<file path="src/rtl/gif_capture_ctrl.sv">
// gif_capture_ctrl: sequences a 1-bit frame buffer for multi-frame GIF capture.
// Writes NUM_FRAMES camera frames (one in every FRAME_SKIP) into consecutive
// buffer slots, then streams every buffer address to the encoder over a
// valid/ready handshake.
module gif_capture_ctrl #(
    parameter int H          = 320,
    parameter int V          = 240,
    parameter int NUM_FRAMES = 4,
    parameter int FRAME_SKIP = 2,
    parameter int ADDR_W     = 19,
    localparam int SLOT_W    = (NUM_FRAMES > 1) ? $clog2(NUM_FRAMES) : 1
) (
    input  logic              clk_in,
    input  logic              rst_n_in,
    input  logic              start_in,
    input  logic              abort_in,
    input  logic              pix_valid_in,
    input  logic              pix_in,
    input  logic [10:0]       hcount_in,
    input  logic [9:0]        vcount_in,
    output logic              wr_en_out,
    output logic [ADDR_W-1:0] wr_addr_out,
    output logic              wr_data_out,
    output logic              rd_valid_out,
    input  logic              rd_ready_in,
    output logic [ADDR_W-1:0] rd_addr_out,
    output logic              rd_last_out,
    output logic [SLOT_W-1:0] slot_out,
    output logic              busy_out,
    output logic              done_out
);

    localparam int SKIP_W = (FRAME_SKIP > 1) ? $clog2(FRAME_SKIP) : 1;

    localparam logic [ADDR_W-1:0] FRAME_PIX = ADDR_W'(H * V);
    localparam logic [ADDR_W-1:0] LINE_PIX  = ADDR_W'(H);
    localparam logic [ADDR_W-1:0] LAST_ADDR = ADDR_W'(NUM_FRAMES * H * V - 1);
    localparam logic [SLOT_W-1:0] LAST_SLOT = SLOT_W'(NUM_FRAMES - 1);
    localparam logic [SKIP_W-1:0] SKIP_LOAD = SKIP_W'(FRAME_SKIP - 1);

    typedef enum logic [2:0] {
        S_IDLE,
        S_ARM,
        S_CAPTURE,
        S_SKIP,
        S_READOUT,
        S_DONE
    } state_t;

    state_t            state;
    state_t            state_nxt;
    logic [SLOT_W-1:0] slot;
    logic [SLOT_W-1:0] slot_nxt;
    logic [SKIP_W-1:0] skip_cnt;
    logic [SKIP_W-1:0] skip_nxt;
    logic [ADDR_W-1:0] rd_addr;
    logic [ADDR_W-1:0] rd_addr_nxt;

    logic              in_range;
    logic              frame_start;
    logic              frame_end;
    logic              wr_qual;
    logic [ADDR_W-1:0] wr_addr_nxt;

    // Pixel classification: only in-range pixels can start, end or fill a frame.
    assign in_range    = pix_valid_in && (int'(hcount_in) < H) && (int'(vcount_in) < V);
    assign frame_start = in_range && (hcount_in == 11'd0) && (vcount_in == 10'd0);
    assign frame_end   = in_range && (int'(hcount_in) == H - 1) && (int'(vcount_in) == V - 1);

    // The fs pixel is written from ARM; abort suppresses the write of its own cycle.
    assign wr_qual = !abort_in &&
                     (((state == S_ARM) && frame_start) ||
                      ((state == S_CAPTURE) && in_range));

    assign wr_addr_nxt = ADDR_W'(slot) * FRAME_PIX
                       + ADDR_W'(vcount_in) * LINE_PIX
                       + ADDR_W'(hcount_in);

    // Control state register.
    always_ff @(posedge clk_in) begin
        if (!rst_n_in) begin
            state    <= S_IDLE;
            slot     <= '0;
            skip_cnt <= '0;
            rd_addr  <= '0;
        end else begin
            state    <= state_nxt;
            slot     <= slot_nxt;
            skip_cnt <= skip_nxt;
            rd_addr  <= rd_addr_nxt;
        end
    end

    // Next-state logic and state-decoded outputs.
    always_comb begin
        state_nxt    = state;
        slot_nxt     = slot;
        skip_nxt     = skip_cnt;
        rd_addr_nxt  = rd_addr;
        rd_valid_out = 1'b0;
        rd_last_out  = 1'b0;
        busy_out     = 1'b0;
        done_out     = 1'b0;

        case (state)
            S_ARM, S_CAPTURE, S_SKIP: busy_out = 1'b1;
            S_READOUT: begin
                busy_out     = 1'b1;
                rd_valid_out = 1'b1;
                rd_last_out  = (rd_addr == LAST_ADDR);
            end
            S_DONE:  done_out = 1'b1;
            default: ;
        endcase

        if (abort_in) begin
            state_nxt   = S_IDLE;
            slot_nxt    = '0;
            skip_nxt    = '0;
            rd_addr_nxt = '0;
        end else begin
            case (state)
                S_IDLE, S_DONE: begin
                    if (start_in) begin
                        state_nxt = S_ARM;
                        slot_nxt  = '0;
                    end
                end
                S_ARM: begin
                    if (frame_start) begin
                        state_nxt = S_CAPTURE;
                    end
                end
                S_CAPTURE: begin
                    if (frame_end) begin
                        if (slot == LAST_SLOT) begin
                            state_nxt   = S_READOUT;
                            rd_addr_nxt = '0;
                        end else begin
                            slot_nxt = slot + SLOT_W'(1);
                            if (FRAME_SKIP == 1) begin
                                state_nxt = S_ARM;
                            end else begin
                                state_nxt = S_SKIP;
                                skip_nxt  = SKIP_LOAD;
                            end
                        end
                    end
                end
                S_SKIP: begin
                    if (frame_end) begin
                        if (skip_cnt <= SKIP_W'(1)) begin
                            state_nxt = S_ARM;
                            skip_nxt  = '0;
                        end else begin
                            skip_nxt = skip_cnt - SKIP_W'(1);
                        end
                    end
                end
                S_READOUT: begin
                    // Hold the final address on its acceptance so it never wraps.
                    if (rd_ready_in) begin
                        if (rd_addr == LAST_ADDR) begin
                            state_nxt = S_DONE;
                        end else begin
                            rd_addr_nxt = rd_addr + ADDR_W'(1);
                        end
                    end
                end
                default: state_nxt = S_IDLE;
            endcase
        end
    end

    // Write port: one-cycle registered copy of each qualified pixel.
    always_ff @(posedge clk_in) begin
        if (!rst_n_in) begin
            wr_en_out   <= 1'b0;
            wr_addr_out <= '0;
            wr_data_out <= 1'b0;
        end else begin
            wr_en_out <= wr_qual;
            if (wr_qual) begin
                wr_addr_out <= wr_addr_nxt;
                wr_data_out <= pix_in;
            end
        end
    end

    assign rd_addr_out = rd_addr;
    assign slot_out    = slot;

endmodule

</file>
<file path="config.mk">
export PLATFORM = sky130hd
export DESIGN_NAME = gif_capture_ctrl
export DESIGN_NICKNAME = d
export VERILOG_FILES = /design/src/rtl/gif_capture_ctrl.sv
export SDC_FILE = /design/constraint.sdc
export NUM_CORES = 1
export LEC_CHECK = 0
export BUFFER_PORTS_ARGS = -buffer_cell sky130_fd_sc_hd__buf_2
export CORE_MARGIN = 10
export CORE_UTILIZATION = 55
export DETAILED_ROUTE_END_ITERATION = 7
export PLACE_DENSITY = 0.79
export SKIP_LAST_GASP = 1
export SLEW_MARGIN = 15
export SYNTH_ARGS = -nofsm -noshare
export SYNTH_HDL_FRONTEND = slang
export SYNTH_SLANG_ARGS = --single-unit
export TNS_END_PERCENT = 100
</file>
<file path="constraint.sdc">
create_clock -name clk_in -period 5.4 [get_ports clk_in]
set_input_delay 1.08 -clock clk_in [delete_from_list [all_inputs] [get_ports clk_in]]
set_output_delay 1.08 -clock clk_in [all_outputs]
set_load 0.03 [all_outputs]
</file>
==> impl_metrics.yaml, run 1 <==
placement:
  post-dp-hpwl_um: 7020
  place_area_mm2: 0.00373
  io_buffers: 73
  globalplace.congestion: 0.932
clock_tree:
  cts_resized: 0
  h-tree-depth: 2
  cts_tree: "built"
  cts_hold_buf: 0
  clockBufferDepth: 2
  clkTransAtPathRegs_ns: 0.08
  clock_sinks: 45
  cts-buffers-inserted: 5
  insertion_delay_ns: 0.31
  clock-root-buffer: "clkbuf_8"
  post-cts-setup-buffers: 0
drt:
  drtIter0Drc: 163
  drt-total-wl_um: 8900
  wl_per_cell_um: 16.1
  drt-pass1-iter-count: 5
  ant_nets: 0
  viasPerCell: 5.83
  drc: 0
  vias: 3219
sta:
  finalSetupViolCount: 0
  finalCritPeriodShare: 0.780
  rsz0062_at_grt: "false"
  worstMarginPinSlew_ns: 0.971
  slew_headroom: 0.351
  finalSetupTns_ns: 0
  worst_clock_skew_ns: 0.00903
  finalHoldViolCount: 0
  clock.fmax_mhz: 238
  slew_violations: 0
  fin_crit_ns: 4.21
floorplan:
  start_util: 0.566
  fp-row-count: 28
  die_x_um: 98.0
  core-area_mm2: 0.00592
  die_h_um: 98.0
  ios: 74
  dieArea_mm2: 0.00961
global_routing:
  grt_pass1_vias: 3110
  grt_usage: 0.179
  grt-ovfl-total: 0
  antenna_found_initial: 0
  grt_pass1_wl_um: 14700
  grt_max_degree: 26
power_and_ir_drop:
  leakage_nw: 1.68
  switching_power_w: 0.000229
  ir_drop_mv: 0.138
  swShare: 0.293
  comb_power_share: 0.251
  p_clk_frac: 0.324
  seqPwrFrac: 0.426
  p_per_area_mw_per_mm2: 204
  power.internal_w: 0.000554
logic_synthesis:
  synth_cells: 412
  synth-main-ff-cell: "dfxtp_1"
  synth_nets: 485
  synth_cell_types: 57
  postSynth.asyncResetShare: 0
  synth_edf_count: 0
  avgSynthCellArea_um2: 8.13
  syn_area_mm2: 0.00335
  yosysSeqAreaShare: 0.269
  synth_seq_cells: 45
  yosysWarnings: 0
status:
  status: "completed"
worst_setup_path:
  cp_max_fo: 6
  cp-end-kind: "flop"
  path_class: "in2reg"
  critPathArrivalTime_ns: 4.41
  startpoint_type: "input port"
  crit_required_ns: 5.60
min_path:
  hp-class: "reg2reg"
run:
  drv_cap: 0
cells_and_area:
  diodes: 0
  fin_area_mm2: 0.00384
  drive_gt1_frac: 0.208
  final_net_count: 550
  area_delta_synth_final_pct: 14.5
==> critical path, cell delays in order <==
cell and delay [ns]:
buf_2 0.13, ha_1 0.29, ha_1 0.22, inv_1 0.07, fa_1 0.19, inv_1 0.05, a21o_1 0.16, a21oi_1 0.22
xnor2_1 0.15, ha_1 0.25, ha_1 0.37, a2111oi_0 0.40, o21ai_0 0.20, nand4_1 0.16, nand2_1 0.08, xnor2_1 0.12
o21ai_0 0.09, and2_1 0.20
==> Yosys cell counts (2+ instances only) <==
library cell  instances  area [um2]
nand4_1               9        56.3
buf_6                 2        22.5
inv_1                21        78.8
a21boi_0             14         105
or3_1                 6        37.5
a41oi_1               2        17.5
and2_1                5        31.3
nand2_1              62         233
o21bai_1              4        30.0
clkbuf_1              8        30.0
or2_2                 4        25.0
buf_2                 4        20.0
o21a_1                2        15.0
a311oi_1              5        43.8
ha_1                 42         526
nor4_1                4        25.0
nor2_1               29         109
a21o_1                7        52.6
nor3_1                8        40.0
fa_1                  3        60.1
nand3_1              14        70.1
o21ai_0              19        95.1
xor2_1                4        35.0
a211oi_1              6        45.0
dfxtp_1              45         901
a311oi_2              5        75.1
and3_1                4        25.0
a21oi_1              27         135
xnor2_1              13         114
a31oi_1               6        37.5
a211o_1               2        17.5
==> stage by stage <==
step / cells / util / worst slack, ns / hold slack, ns / total power, W
final: 552 / 0.648 / 1.19 / 0.460 / 0.000783
after global routing: 552 / 0.648 / 0.935 / 0.485 / 0.000827
after CTS: 552 / 0.648 / 1.21 / 0.464 / 0.000789
after detailed placement: 545 / 0.630 / 0.893 / 0.452 / 0.000535
after global placement: 545 / 0.630 / 1.01 / 0.438 / 0.000532
after floorplan: 412 / - / 1.32 / 0.579 / 0.000487
==> power groups by stage <==
stage,Sequential [W],Combinational [W],Clock (W)
finish,0.000333,0.000197,0.000253
floorplan,0.000340,0.000147,0
global route,0.000334,0.000220,0.000273
CTS,0.000333,0.000195,0.000260
detailed placement,0.000341,0.000194,0
global placement,0.000341,0.000191,0
==> path summary, 6_finish.rpt <==
check / endpoint / slack, ns / cells after the start / start
setup / recovery: wr_addr_out[16]$_SDFFE_PN0P_ / 1.19 / 18 / vcount_in[1]
hold / removal: wr_addr_out[5]$_SDFFE_PN0P_ / 0.46 / 2 / wr_addr_out[5]$_SDFFE_PN0P_
setup reg to reg: wr_addr_out[16]$_SDFFE_PN0P_ / 2.65 / 11 / slot_out[0]$_SDFFE_PP0P_
hold reg to reg: wr_addr_out[5]$_SDFFE_PN0P_ / 0.46 / 2 / wr_addr_out[5]$_SDFFE_PN0P_
==> logic make-up (layout without fill, tap and decap cells) <==
| family | count (synthesis) | after routing | share of synthesized area |
|---|---|---|---|
| compound gates | 108 | 108 | 0.225 |
| xor+xnor | 17 | 17 | 0.0445 |
| simple gates | 160 | 160 | 0.240 |
| flops | 45 | 45 | 0.269 |
| fa+ha+maj | 45 | 45 | 0.175 |
| buf+inv | 37 | 102 | 0.0474 |
==> placed cells by master (no fill, tap or decap), drive strengths merged, types with 10 or more instances in the layout <==
cell type / instances
inv: 22
ha: 42
nor2: 31
nand2: 63
a21boi: 15
nand3: 14
a21oi: 28
dfxtp: 45
a311oi: 10
xnor2: 13
buf: 73
o21ai: 20
nand4: 10
==> sequential cells by signal (all words and copies together), names as in the netlist <==
name / flops
slot_out: 2
rd_addr_out: 19
state: 3
wr_en_out: 1
wr_data_out: 1
wr_addr_out: 19
==> layer usage <==
| metal | GRT usage | vias to the layer above | routed length (um) |
|---|---|---|---|
| met3 | 0.0395 | 15 | 531 |
| li1 | - | 1617 | - |
| met1 | 0.217 | 1497 | 3910 |
| met5 | 0 | - | 0 |
| met2 | 0.301 | 90 | 4300 |
| met4 | 0.0682 | 0 | 156 |
==> layout make-up <==
type                    count  area, um2
multi-input cells         330       2290
fillers                   533       2080
flip-flops and latches     45        901
repair buffers             73        365
well taps                  75       93.8
inverters                  22       82.6
clock buffers               5       68.8
clock inverters             2       35.0
No activity file was read; power rests on OpenSTA's default activity.
==> inputs of run 2 (changes only) <==
Settings changed: CORE_UTILIZATION 55 to 50, PLACE_DENSITY 0.79 to 0.75.
Clock period 5.4 ns to 3.5 ns, I/O delays scaled along.
==> run 2 against run 1 <==
Against the previous run:
- global-route usage is 0.38 points higher
- sequential share of layout area is 2.3 points lower
- count of clock-buffer cells in the layout is 1 higher
- cell count is 5.8% higher
- sequential power is 55% higher
- first-iteration DRC count is 27% higher
- critical endpoint unchanged
- largest cell class unchanged
==> impl_metrics.yaml, run 2 (synthesis results as in run 1) <==
status:
  status: "completed"
clock_tree:
  cts-buffers-inserted: 5
  clockBufferDepth: 2
  insertion_delay_ns: 0.29
  clkTransAtPathRegs_ns: 0.09
  clock_sinks: 45
  h-tree-depth: 2
  cts_tree: "built"
  clock-root-buffer: "clkbuf_8"
sta:
  fin_crit_ns: 3.38
  hold_ws_ns: 0.458
  finalSetupTns_ns: 0
  finalCritPeriodShare: 0.964
  finalHoldViolCount: 0
  worstMarginPinSlew_ns: 0.631
  setup_ws_ns: 0.125
  worst_clock_skew_ns: 0.0114
  clock.fmax_mhz: 296
  finalSetupViolCount: 0
  rsz0062_at_grt: "true"
  slew_headroom: 0.576
  slew_violations: 0
global_routing:
  grt_max_degree: 26
  antenna_found_initial: 0
  grt_pass1_vias: 3273
  grt_usage: 0.183
  grt_pass1_wl_um: 15700
  grt-ovfl-total: 0
power_and_ir_drop:
  leakage_nw: 1.82
  ir_drop_mv: 0.148
  p_per_area_mw_per_mm2: 304
  power_w: 0.00129
worst_setup_path:
  cp_max_fo: 3
  cp-end-kind: "flop"
  startpoint_type: "input port"
  critPathArrivalTime_ns: 3.58
  rr_startpoint: "slot_out[0]$_SDFFE_PP0P_"
  crit_required_ns: 3.70
  cp-startpoint: "vcount_in[3]"
  path_class: "in2reg"
run:
  drv_cap: 0
drt:
  ant_nets: 0
  wl_per_cell_um: 16.4
  drt-pass1-iter-count: 5
  drtIter0Drc: 207
  drc: 0
  vias: 3328
  drt-total-wl_um: 9600
  viasPerCell: 5.70
floorplan:
  fp-row-count: 29
  core-area_mm2: 0.00642
  start_util: 0.522
  die_x_um: 102
  die_h_um: 102
  ios: 74
  dieArea_mm2: 0.0104
placement:
  post-dp-hpwl_um: 7560
  place_ws_ns: -0.347
  io_buffers: 73
  globalplace.congestion: 0.912
  place_area_mm2: 0.00401
cells_and_area:
  fin_area_mm2: 0.00426
  final_net_count: 580
  mostFrequentLayoutCells: "buf_2, nand2_1, dfxtp_1"
  drive_gt1_frac: 0.306
  n_fill_cell: 537
  diodes: 0
  area_delta_synth_final_pct: 27.0
  final_common_cell: "buf_2"
min_path:
  worstHoldStart: "wr_addr_out[9]$_SDFFE_PN0P_"
  hp-class: "reg2reg"
==> run 2: cell types whose count changed in the layout (fill, tap and decap cells not counted), moves of 3 or more <==
cell / before / now
buf_2: 73 / 70
a21oi_2: 0 / 7
ha_1: 42 / 30
a21oi_1: 27 / 20
o21ai_1: 0 / 4
buf_4: 0 / 31
o21ai_0: 19 / 15
ha_4: 0 / 10
==> run 2: layout make-up <==
type / instances / area [um2] / share of cell area
multi-input cells: 330 / 2480 / 0.582
flip-flops and latches: 45 / 901 / 0.212
repair buffers: 103 / 609 / 0.143
well taps: 77 / 96.3 / 0.0226
clock buffers: 6 / 82.6 / 0.0194
inverters: 22 / 82.6 / 0.0194
clock inverters: 1 / 7.51 / 0.00176
==> run 2: path summary, 6_finish.rpt <==
check                                 endpoint  slack [ns]  cells past startpoint
setup / recovery  wr_addr_out[16]$_SDFFE_PN0P_        0.12                     19
hold / removal     wr_addr_out[9]$_SDFFE_PN0P_        0.46                      2
setup reg to reg  wr_addr_out[16]$_SDFFE_PN0P_        0.88                     13
hold reg to reg    wr_addr_out[9]$_SDFFE_PN0P_        0.46                      2
==> run 2: critical path, stage by stage <==
cell	delay, ns
buf_8	0.11
ha_4	0.26
ha_4	0.12
inv_2	0.03
fa_2	0.36
inv_2	0.05
a21o_1	0.11
a21oi_2	0.06
o21bai_1	0.13
a21o_1	0.18
xor2_1	0.20
ha_1	0.30
ha_4	0.25
buf_4	0.14
a21oi_2	0.14
nand2_1	0.08
xnor2_1	0.12
o21ai_0	0.08
and2_1	0.16
==> run 2: layer usage <==
metal  wire, um  share of wire  vias to the layer above  GRT usage
met5          0              0                        -          0
met4        120          0.013                        0     0.0412
met3        651          0.068                       10     0.0358
met2       4270           0.44                      101      0.291
met1       4560           0.47                     1537      0.250
li1           -              -                     1680          -
==> run 2: power by group <==
group / total [W] / switching [W] / internal, W
clock network: 0.000336 / 0.000179 / 0.000156
logic: 0.000443 / 0.000220 / 0.000222
registers: 0.000515 / 0.00000226 / 0.000512
total: 0.00129 / 0.000402 / 0.000891
==> run 2: per-stage QoR <==
stage	util	std cells
after floorplan	-	412
after global placement	0.624	575
after detailed placement	0.624	575
after CTS	0.643	583
after global routing	0.663	584
final	0.663	584
==> run 2: repair_timing <==
| action | 4_1_cts | 5_1_grt |
|---|---|---|
| pin swaps | 14 | 32 |
| endpoints found under the setup margin | 3 | 6 |
| buffers inserted | 1 | 1 |
| hold buffers | 0 | 0 |
| resized for setup | 5 | 22 |
==> inputs of run 3 (changes only) <==
Settings changed: CELL_PAD_IN_SITES_DETAIL_PLACEMENT set to 0, CELL_PAD_IN_SITES_GLOBAL_PLACEMENT set to 1, CORE_MARGIN 10 to 4, CORE_UTILIZATION 50 to 36, PLACE_DENSITY 0.75 to 0.74.
==> run 3 against run 2 <==
Against the previous run:
- register-to-register slack got worse by 0.11 ns
- largest power group unchanged
- sequential share of layout area fell by 0.081 points
- non-clock buffer count is 2 lower
- critical endpoint is now wr_addr_out[18]$_SDFFE_PN0P_
- sequential cell count stayed put
- die area up 5.2%
- critical path depth is 2 lower
- cell count rose by 5.1%
- worst hold slack gained 0.0038 ns
==> impl_metrics.yaml, run 3 (synthesis results as in run 1) <==
status:
  status: "completed"
cells_and_area:
  final_net_count: 578
  mostFrequentLayoutCells: "buf_2, nand2_1, dfxtp_1"
  n_fill_cell: 891
  seq_area_um2: 901
  final_common_cell: "buf_2"
  fin_area_mm2: 0.00427
  utilization: 0.480
  diodes: 0
  drive_gt1_frac: 0.298
  area_delta_synth_final_pct: 27.5
  multi_input_area_mm2: 0.00247
floorplan:
  die_h_um: 104
  die_x_um: 104
  fp-row-count: 34
  core-area_mm2: 0.00889
  dieArea_mm2: 0.0109
  start_util: 0.377
  ios: 74
sta:
  hold_ws_ns: 0.462
  worst_clock_skew_ns: 0.0139
  finalSetupTns_ns: 0
  slew_headroom: 0.542
  rsz0062_at_grt: "true"
  clock.fmax_mhz: 293
  finalCritPeriodShare: 0.974
  fin_crit_ns: 3.41
  finalSetupViolCount: 0
  slew_violations: 0
  finalHoldViolCount: 0
  worstMarginPinSlew_ns: 0.681
run:
  drv_cap: 0
worst_setup_path:
  crit_required_ns: 3.69
  critPathArrivalTime_ns: 3.60
  path_class: "in2reg"
  startpoint_type: "input port"
  cp_max_fo: 3
  cp-end-kind: "flop"
  rr_worst_depth: 13
clock_tree:
  clkTransAtPathRegs_ns: 0.09
  clock-root-buffer: "clkbuf_8"
  clock_sinks: 45
  clockBufferDepth: 2
  cts_tree: "built"
  cts-buffers-inserted: 5
  insertion_delay_ns: 0.31
  h-tree-depth: 2
drt:
  drc: 0
  wl_per_cell_um: 15.6
  vias: 3264
  ant_nets: 0
  drtIter0Drc: 167
  viasPerCell: 5.32
  drt-pass1-iter-count: 4
  drt-total-wl_um: 9550
min_path:
  hp-class: "reg2reg"
  min_path_cells: 2
global_routing:
  grt_usage: 0.177
  grt_pass1_wl_um: 16100
  grt-ovfl-total: 0
  antenna_found_initial: 0
  grt_pass1_vias: 3190
  grt_max_degree: 24
placement:
  io_buffers: 73
  place_area_mm2: 0.00404
  globalplace.congestion: 0.873
  post-dp-hpwl_um: 7500
power_and_ir_drop:
  leakage_nw: 1.81
  ir_drop_mv: 0.197
  power_w: 0.00129
  p_per_area_mw_per_mm2: 302
-- run 3: worst paths after layout --
kind | start | slack [ns] | to
setup reg to reg | slot_out[0]$_SDFFE_PP0P_ | 0.77 | wr_addr_out[16]$_SDFFE_PN0P_
hold reg to reg | wr_addr_out[1]$_SDFFE_PN0P_ | 0.46 | wr_addr_out[1]$_SDFFE_PN0P_
setup / recovery | vcount_in[2] | 0.09 | wr_addr_out[18]$_SDFFE_PN0P_
hold / removal | wr_addr_out[1]$_SDFFE_PN0P_ | 0.46 | wr_addr_out[1]$_SDFFE_PN0P_
-- run 3: through the flow --
stage	worst slack, ns	std cells
floorplan	-0.0116	412
global placement	-0.366	605
detailed placement	-0.459	605
CTS	0.00105	613
global route	-0.0672	614
finish	0.0917	614
-- run 3: cell type report --
cell class / instances / area share
multi-input combinational: 330 / 0.578
sequential: 45 / 0.211
timing repair buffer: 101 / 0.139
tap: 108 / 0.0316
inverter: 22 / 0.0193
clock buffer: 5 / 0.0161
clock inverter: 3 / 0.00498
-- run 3: timing repair --
item | CTS | global route
pin swaps | 10 | 20
hold endpoints to repair | 0 | 0
setup endpoints to repair | 4 | 6
hold buffers | 0 | 0
gates cloned | 0 | 0
resized for setup | 8 | 19
setup buffers | 0 | 1
-- run 3: critical path, cell delays in order --
cell and delay (ns):
buf_4 0.15, ha_4 0.24, ha_1 0.28, a21o_1 0.19, a21oi_2 0.15, o21bai_1 0.09
a21oi_2 0.18, o21bai_1 0.10, a21oi_2 0.13, xnor2_1 0.13, ha_1 0.28, ha_4 0.24
or3_1 0.36, o21ai_1 0.08, a31oi_1 0.06, xnor2_1 0.16, o21ai_1 0.08
-- run 3: per-layer routing --
metal,global-route usage,part of all wire,vias to the layer above
li1,-,-,1671
met1,0.260,0.52,1506
met2,0.264,0.42,79
met3,0.0354,0.046,8
met4,0.0399,0.012,0
met5,0,0,-
-- run 3: where the power goes --
part	total [W]	switching (W)	internal, W
Clock	0.000346	0.000204	0.000142
Sequential	0.000515	0.00000224	0.000512
Combinational	0.000431	0.000213	0.000218
